File: src/rtl/map_arbiter_pkg.sv
// Shared constants and requester IDs for the map ROM arbiter slice.
package map_arbiter_pkg;

    localparam int MAP_ADDR_W    = 4;
    localparam int MAP_CELL_BITS = 2;

    typedef enum logic {
        REQ_TRACER  = 1'b0,
        REQ_OVERLAY = 1'b1
    } req_id_t;

endpackage

File: src/rtl/map_arbiter_if.sv
// Request/response handshake bundle between the two map requesters and the arbiter.
interface map_arbiter_if
    import map_arbiter_pkg::*;
#(
    parameter int ADDR_W = MAP_ADDR_W,
    parameter int BITS   = MAP_CELL_BITS
);

    logic              req0_valid;
    logic              req0_ready;
    logic [ADDR_W-1:0] req0_row;
    logic [ADDR_W-1:0] req0_col;
    logic              rsp0_valid;
    logic              rsp0_ready;
    logic [BITS-1:0]   rsp0_val;

    logic              req1_valid;
    logic              req1_ready;
    logic [ADDR_W-1:0] req1_row;
    logic [ADDR_W-1:0] req1_col;
    logic              rsp1_valid;
    logic              rsp1_ready;
    logic [BITS-1:0]   rsp1_val;

    modport master (
        output req0_valid, req0_row, req0_col, rsp0_ready,
        output req1_valid, req1_row, req1_col, rsp1_ready,
        input  req0_ready, rsp0_valid, rsp0_val,
        input  req1_ready, rsp1_valid, rsp1_val
    );

    modport slave (
        input  req0_valid, req0_row, req0_col, rsp0_ready,
        input  req1_valid, req1_row, req1_col, rsp1_ready,
        output req0_ready, rsp0_valid, rsp0_val,
        output req1_ready, rsp1_valid, rsp1_val
    );

endinterface

File: src/rtl/map_rsp_slot.sv
// One-entry response holding register: filled by the ROM pipe, drained by the requester.
module map_rsp_slot
    import map_arbiter_pkg::*;
#(
    parameter int BITS = MAP_CELL_BITS
) (
    input  logic            clk,
    input  logic            reset_n,
    input  logic            load,
    input  logic [BITS-1:0] load_val,
    input  logic            rsp_ready,
    output logic            rsp_valid,
    output logic [BITS-1:0] rsp_val
);

    always_ff @(posedge clk or negedge reset_n) begin
        if (!reset_n) begin
            rsp_valid <= 1'b0;
            rsp_val   <= '0;
        end else if (load) begin
            rsp_valid <= 1'b1;
            rsp_val   <= load_val;
        end else if (rsp_valid && rsp_ready) begin
            rsp_valid <= 1'b0;
        end
    end

endmodule

File: src/rtl/map_arbiter.sv
// Round-robin arbiter sharing the map ROM between the ray tracer and the overlay renderer,
// with a registered address stage and one response slot per requester.
module map_arbiter
    import map_arbiter_pkg::*;
#(
    parameter int BITS   = MAP_CELL_BITS,
    parameter int ADDR_W = MAP_ADDR_W
) (
    input  logic              clk,
    input  logic              reset_n,
    map_arbiter_if.slave      bus,
    output logic [ADDR_W-1:0] rom_row,
    output logic [ADDR_W-1:0] rom_col,
    input  logic [BITS-1:0]   rom_val
);

    logic            pipe_vld;
    req_id_t         pipe_id;
    req_id_t         rr_last;
    logic            elig0, elig1;
    logic            grant0, grant1;
    logic            slot0_vld, slot1_vld;
    logic [BITS-1:0] slot0_val, slot1_val;

    // A requester is blocked while its slot is full or its lookup is still in the pipe.
    always_comb begin
        elig0  = bus.req0_valid && !slot0_vld && !(pipe_vld && pipe_id == REQ_TRACER);
        elig1  = bus.req1_valid && !slot1_vld && !(pipe_vld && pipe_id == REQ_OVERLAY);
        grant0 = elig0 && (!elig1 || rr_last == REQ_OVERLAY);
        grant1 = elig1 && (!elig0 || rr_last == REQ_TRACER);
    end

    // Ready is forced low while reset is asserted so nothing looks accepted during reset.
    assign bus.req0_ready = grant0 & reset_n;
    assign bus.req1_ready = grant1 & reset_n;

    always_ff @(posedge clk or negedge reset_n) begin
        if (!reset_n) begin
            pipe_vld <= 1'b0;
            pipe_id  <= REQ_TRACER;
            rr_last  <= REQ_OVERLAY;
            rom_row  <= '0;
            rom_col  <= '0;
        end else begin
            pipe_vld <= grant0 | grant1;
            if (grant0) begin
                rom_row <= bus.req0_row;
                rom_col <= bus.req0_col;
                pipe_id <= REQ_TRACER;
                rr_last <= REQ_TRACER;
            end else if (grant1) begin
                rom_row <= bus.req1_row;
                rom_col <= bus.req1_col;
                pipe_id <= REQ_OVERLAY;
                rr_last <= REQ_OVERLAY;
            end
        end
    end

    map_rsp_slot #(.BITS(BITS)) u_slot0 (
        .clk       (clk),
        .reset_n   (reset_n),
        .load      (pipe_vld && pipe_id == REQ_TRACER),
        .load_val  (rom_val),
        .rsp_ready (bus.rsp0_ready),
        .rsp_valid (slot0_vld),
        .rsp_val   (slot0_val)
    );

    map_rsp_slot #(.BITS(BITS)) u_slot1 (
        .clk       (clk),
        .reset_n   (reset_n),
        .load      (pipe_vld && pipe_id == REQ_OVERLAY),
        .load_val  (rom_val),
        .rsp_ready (bus.rsp1_ready),
        .rsp_valid (slot1_vld),
        .rsp_val   (slot1_val)
    );

    assign bus.rsp0_valid = slot0_vld;
    assign bus.rsp0_val   = slot0_val;
    assign bus.rsp1_valid = slot1_vld;
    assign bus.rsp1_val   = slot1_val;

endmodule
File: src/flat_wrapper.sv
// flat-port wrapper written by rule: the top's interface ports become plain ports
module map_arbiter_flat import map_arbiter_pkg::*;
#(
    parameter int BITS   = MAP_CELL_BITS,
    parameter int ADDR_W = MAP_ADDR_W
)
  (clk, reset_n, rom_row, rom_col, rom_val, bus_req0_valid, bus_req0_row, bus_req0_col, bus_rsp0_ready, bus_req1_valid, bus_req1_row, bus_req1_col, bus_rsp1_ready, bus_req0_ready, bus_rsp0_valid, bus_rsp0_val, bus_req1_ready, bus_rsp1_valid, bus_rsp1_val);
  map_arbiter_if #(.ADDR_W(ADDR_W), .BITS(BITS)) bus_i ();
  input  logic clk;
  input  logic reset_n;
  output logic [ADDR_W-1:0] rom_row;
  output logic [ADDR_W-1:0] rom_col;
  input  logic [BITS-1:0] rom_val;
  input wire logic [$bits(bus_i.req0_valid)-1:0] bus_req0_valid;
  input wire logic [$bits(bus_i.req0_row)-1:0] bus_req0_row;
  input wire logic [$bits(bus_i.req0_col)-1:0] bus_req0_col;
  input wire logic [$bits(bus_i.rsp0_ready)-1:0] bus_rsp0_ready;
  input wire logic [$bits(bus_i.req1_valid)-1:0] bus_req1_valid;
  input wire logic [$bits(bus_i.req1_row)-1:0] bus_req1_row;
  input wire logic [$bits(bus_i.req1_col)-1:0] bus_req1_col;
  input wire logic [$bits(bus_i.rsp1_ready)-1:0] bus_rsp1_ready;
  output wire logic [$bits(bus_i.req0_ready)-1:0] bus_req0_ready;
  output wire logic [$bits(bus_i.rsp0_valid)-1:0] bus_rsp0_valid;
  output wire logic [$bits(bus_i.rsp0_val)-1:0] bus_rsp0_val;
  output wire logic [$bits(bus_i.req1_ready)-1:0] bus_req1_ready;
  output wire logic [$bits(bus_i.rsp1_valid)-1:0] bus_rsp1_valid;
  output wire logic [$bits(bus_i.rsp1_val)-1:0] bus_rsp1_val;
  assign bus_i.req0_valid = bus_req0_valid;
  assign bus_i.req0_row = bus_req0_row;
  assign bus_i.req0_col = bus_req0_col;
  assign bus_i.rsp0_ready = bus_rsp0_ready;
  assign bus_i.req1_valid = bus_req1_valid;
  assign bus_i.req1_row = bus_req1_row;
  assign bus_i.req1_col = bus_req1_col;
  assign bus_i.rsp1_ready = bus_rsp1_ready;
  assign bus_req0_ready = bus_i.req0_ready;
  assign bus_rsp0_valid = bus_i.rsp0_valid;
  assign bus_rsp0_val = bus_i.rsp0_val;
  assign bus_req1_ready = bus_i.req1_ready;
  assign bus_rsp1_valid = bus_i.rsp1_valid;
  assign bus_rsp1_val = bus_i.rsp1_val;
  map_arbiter #(.BITS(BITS), .ADDR_W(ADDR_W)) u_core (.clk(clk), .reset_n(reset_n), .bus(bus_i), .rom_row(rom_row), .rom_col(rom_col), .rom_val(rom_val));
endmodule
File: config.mk
export PLATFORM = sky130hd
export DESIGN_NAME = map_arbiter_flat
export DESIGN_NICKNAME = d
export VERILOG_FILES = /design/src/rtl/map_arbiter_pkg.sv /design/src/rtl/map_arbiter_if.sv /design/src/rtl/map_rsp_slot.sv /design/src/rtl/map_arbiter.sv /design/src/flat_wrapper.sv
export SDC_FILE = /design/constraint.sdc
export NUM_CORES = 1
export LEC_CHECK = 0
export BUFFER_PORTS_ARGS = -buffer_cell sky130_fd_sc_hd__buf_2
export CORE_MARGIN = 2
export CORE_UTILIZATION = 44
export CTS_CLUSTER_DIAMETER = 120
export DETAILED_ROUTE_END_ITERATION = 12
export PLACE_DENSITY = 0.76
export SLEW_MARGIN = 25
export SYNTH_ARGS = -nofsm -noshare
export SYNTH_HDL_FRONTEND = slang
export SYNTH_SLANG_ARGS = --single-unit
File: constraint.sdc
create_clock -name clk -period 1.7 [get_ports clk]
set_clock_uncertainty 0.1 [all_clocks]
set_input_delay 0.17 -clock clk [delete_from_list [all_inputs] [get_ports clk]]
set_output_delay 0.17 -clock clk [all_outputs]
set_load 0.01 [all_outputs]
==> reports/results.ini <==
[clocking]
clk_pin_slew_ns = 0.10
htree_levels = 1
cts_sinks = 17
cts.path.max_buffers = 2
clockRootBuffer = clkbuf_4
cts_buffers = 3
insertion_delay_ns = 0.29
cts_tree = yes

[critical_path]
arrival_ns = 1.45
crit_slowest_cell = dfrtp_1
required_ns = 1.43
cpLargestDelayFamily = flip-flops
crit_path_start = u_core.u_slot1.rsp_valid$_DFFE_PN0P_
path_cells = and2b_2 > a211o_4 > nor2_2 > buf_2
crit_buf_inv = 1
r2r-start = u_core.u_slot1.rsp_valid$_DFFE_PN0P_
critPathCaptureType = output port
critical_path.max_fanout = 4
cp-start-kind = flop
crit_type = flop to output port
slowest_delay_ns = 0.37

[synthesis]
synthMuxAreaShare_pct = 2.67
synthAdderAreaFrac_pct = 0
synth-simple-area-share_pct = 9.66
syn-num-nets = 101
yosysSeqAreaShare_pct = 50.7
ys_ff_latch = 17
netlist_area_um2 = 842
syn_avg_cell_area_um2 = 10.9
synth_top_family_by_area = compound AO/OA/AOI/OAI gates
synthDistinctLibCells = 24
synth_xor_area_share_pct = 0
ys_warn_count = 0
synth_cells = 77
synth_compound_area_share_pct = 28.4

[timing]
fin_crit_ns = 1.72
maxSlewViolCount = 0
setup-violations-final = 1
rsz0062_at_grt = true
worst_pin_slew_ns = 0.410
worst_slack_ns = -0.0198
fin_crit_sh_pct = 101
maxSlewHeadroom_pct = 72.6
fmax_ghz = 0.581
tns_ns = -0.0198
final_hold_viol_count = 0

[pwr]
ir_drop_v = 0.000859
p_total_uw = 2040
p_leak_uw = 0.000597
pwr_density_cell_nw_per_um2 = 1730

[die]
fp.dieH_um = 47.7
die_area_um2 = 2280
rows = 15
initial_utilization_pct = 47.7
die_w_um = 47.7
core_um2 = 1760
boundaryPins = 40

[layout]
antenna_cells = 0
final_nets = 151
final_common_cell = buf_2
mostFrequentLayoutCells = buf_2 (39), dfrtp_1 (16), inv_1 (12), o221ai_1 (8), o221a_1 (8)
drive_gt1_share_pct = 44.4
syn_to_final_growth_pct = 40.1
fillers = 148

[outcome]
outcome = finished, violations left
violations = setup timing

[place]
gp_congestion = 0.795
portBuffers = 39
dp_slack_ns = 0.177
hpwl_um = 1430

[drt]
routedWlPerCell_um = 13.3
drc = 0
drt-initial-drc-count = 7
num_vias = 791
ant_nets = 0
firstDrtPassIters = 6
drt-total-wl_um = 2000
viasPerCell = 5.24

[global_route]
grt_usage_pct = 21.7
grt_max_degree = 18
grt_pass1_wl_um = 3300
grt-ovfl-total = 0
antenna_found_initial = 0
grt_pass1_vias = 777

[run]
maxCapViolCount = 0

[min_path]
min_from = bus_rsp0_ready
min_path_type = input port to flop

[cell type report]
cell class | count | area (um^2) | share of cell area (%)
clock buffer | 4 | 26.3 | 2.23
sequential | 17 | 427 | 36.2
timing repair buffer | 50 | 288 | 24.4
tap | 25 | 31.3 | 2.65
inverter | 12 | 45.0 | 3.82
multi-input combinational | 43 | 363 | 30.8
[report_power, final]
part	total [uW]	internal (uW)	switching [uW]
clock network	219	91.3	127
logic	1080	521	555
registers	746	617	130
total	2040	1230	812
[repair_timing]
action | CTS | global route
hold endpoints to repair | 20 | 0
setup buffers | 3 | 0
gates resized for setup | 5 | 1
hold buffers | 4 | 0
pin swaps | 2 | 0
endpoints found under the setup margin | 2 | 2
[synth_stat cells]
library cell | n | area, um^2
buf_1 | 1 | 3.75
a21oi_1 | 1 | 5.00
nand2_1 | 7 | 26.3
o22ai_1 | 1 | 6.26
dfstp_2 | 1 | 26.3
o21ai_1 | 2 | 10.0
mux2_1 | 2 | 22.5
dfrtp_1 | 16 | 400
o31ai_1 | 1 | 7.51
o221a_1 | 8 | 90.1
nor2_1 | 4 | 15.0
nor2b_4 | 1 | 13.8
o221ai_1 | 8 | 70.1
and2b_1 | 1 | 7.51
nand2b_1 | 2 | 12.5
a21o_1 | 1 | 7.51
inv_1 | 12 | 45.0
buf_2 | 1 | 5.00
and2_1 | 1 | 6.26
a211oi_1 | 1 | 7.51
a211o_1 | 1 | 8.76
buf_6 | 1 | 11.3
clkbuf_1 | 2 | 7.51
o311ai_4 | 1 | 26.3
[kinds of logic after synthesis]
family          Yosys count
buf+inv                  17
mux                       2
compound gates           25
flops                    17
simple gates             16
[metrics by stage]
step / instance area [um^2] / utilization (%) / hold WS [ns] / std cells
after floorplan: 842 / - / -0.226 / 77
after global placement: 1070 / 60.7 / 0.0426 / 140
after detailed placement: 1070 / 60.7 / 0.0471 / 140
after CTS: 1180 / 66.7 / 0.0256 / 151
after global routing: 1180 / 66.9 / 0.0280 / 151
final: 1180 / 66.9 / 0.0292 / 151
[path summary, 6_finish.rpt]
check	to	slack [ns]	depth (start not counted)
worst max-delay path	bus_req0_ready	-0.02	4
worst min-delay path	u_core.u_slot0.rsp_valid$_DFFE_PN0P_	0.03	3
worst max register to register	u_core.rom_row[2]$_DFFE_PN0P_	0.09	6
worst min register to register	u_core.u_slot1.rsp_val[1]$_DFFE_PN0P_	0.39	2
max in group asynchronous	u_core.rr_last$_DFFE_PN1P_	1.00	3
min in group asynchronous	u_core.rom_row[1]$_DFFE_PN0P_	0.25	3
[tightest hold or removal path, cell delays in order]
cell    delay (ns)
buf_2         0.09
inv_1         0.04
a21o_1        0.09
[per-layer routing]
metal,routed length [um],global-route usage (%)
met1,856,27.4
met5,0,0
met3,105,5.28
met4,39,11.4
met2,1000,34.4
[sequential cells by signal, indices dropped and copies added (netlist names)]
signal / flops
u_core.pipe_id: 1
u_core.rr_last: 1
u_core.u_slot0.rsp_valid: 1
u_core.pipe_vld: 1
u_core.u_slot0.rsp_val: 2
u_core.rom_row: 4
u_core.u_slot1.rsp_valid: 1
u_core.u_slot1.rsp_val: 2
u_core.rom_col: 4
Note: power is estimated with default switching activity, not from simulation.
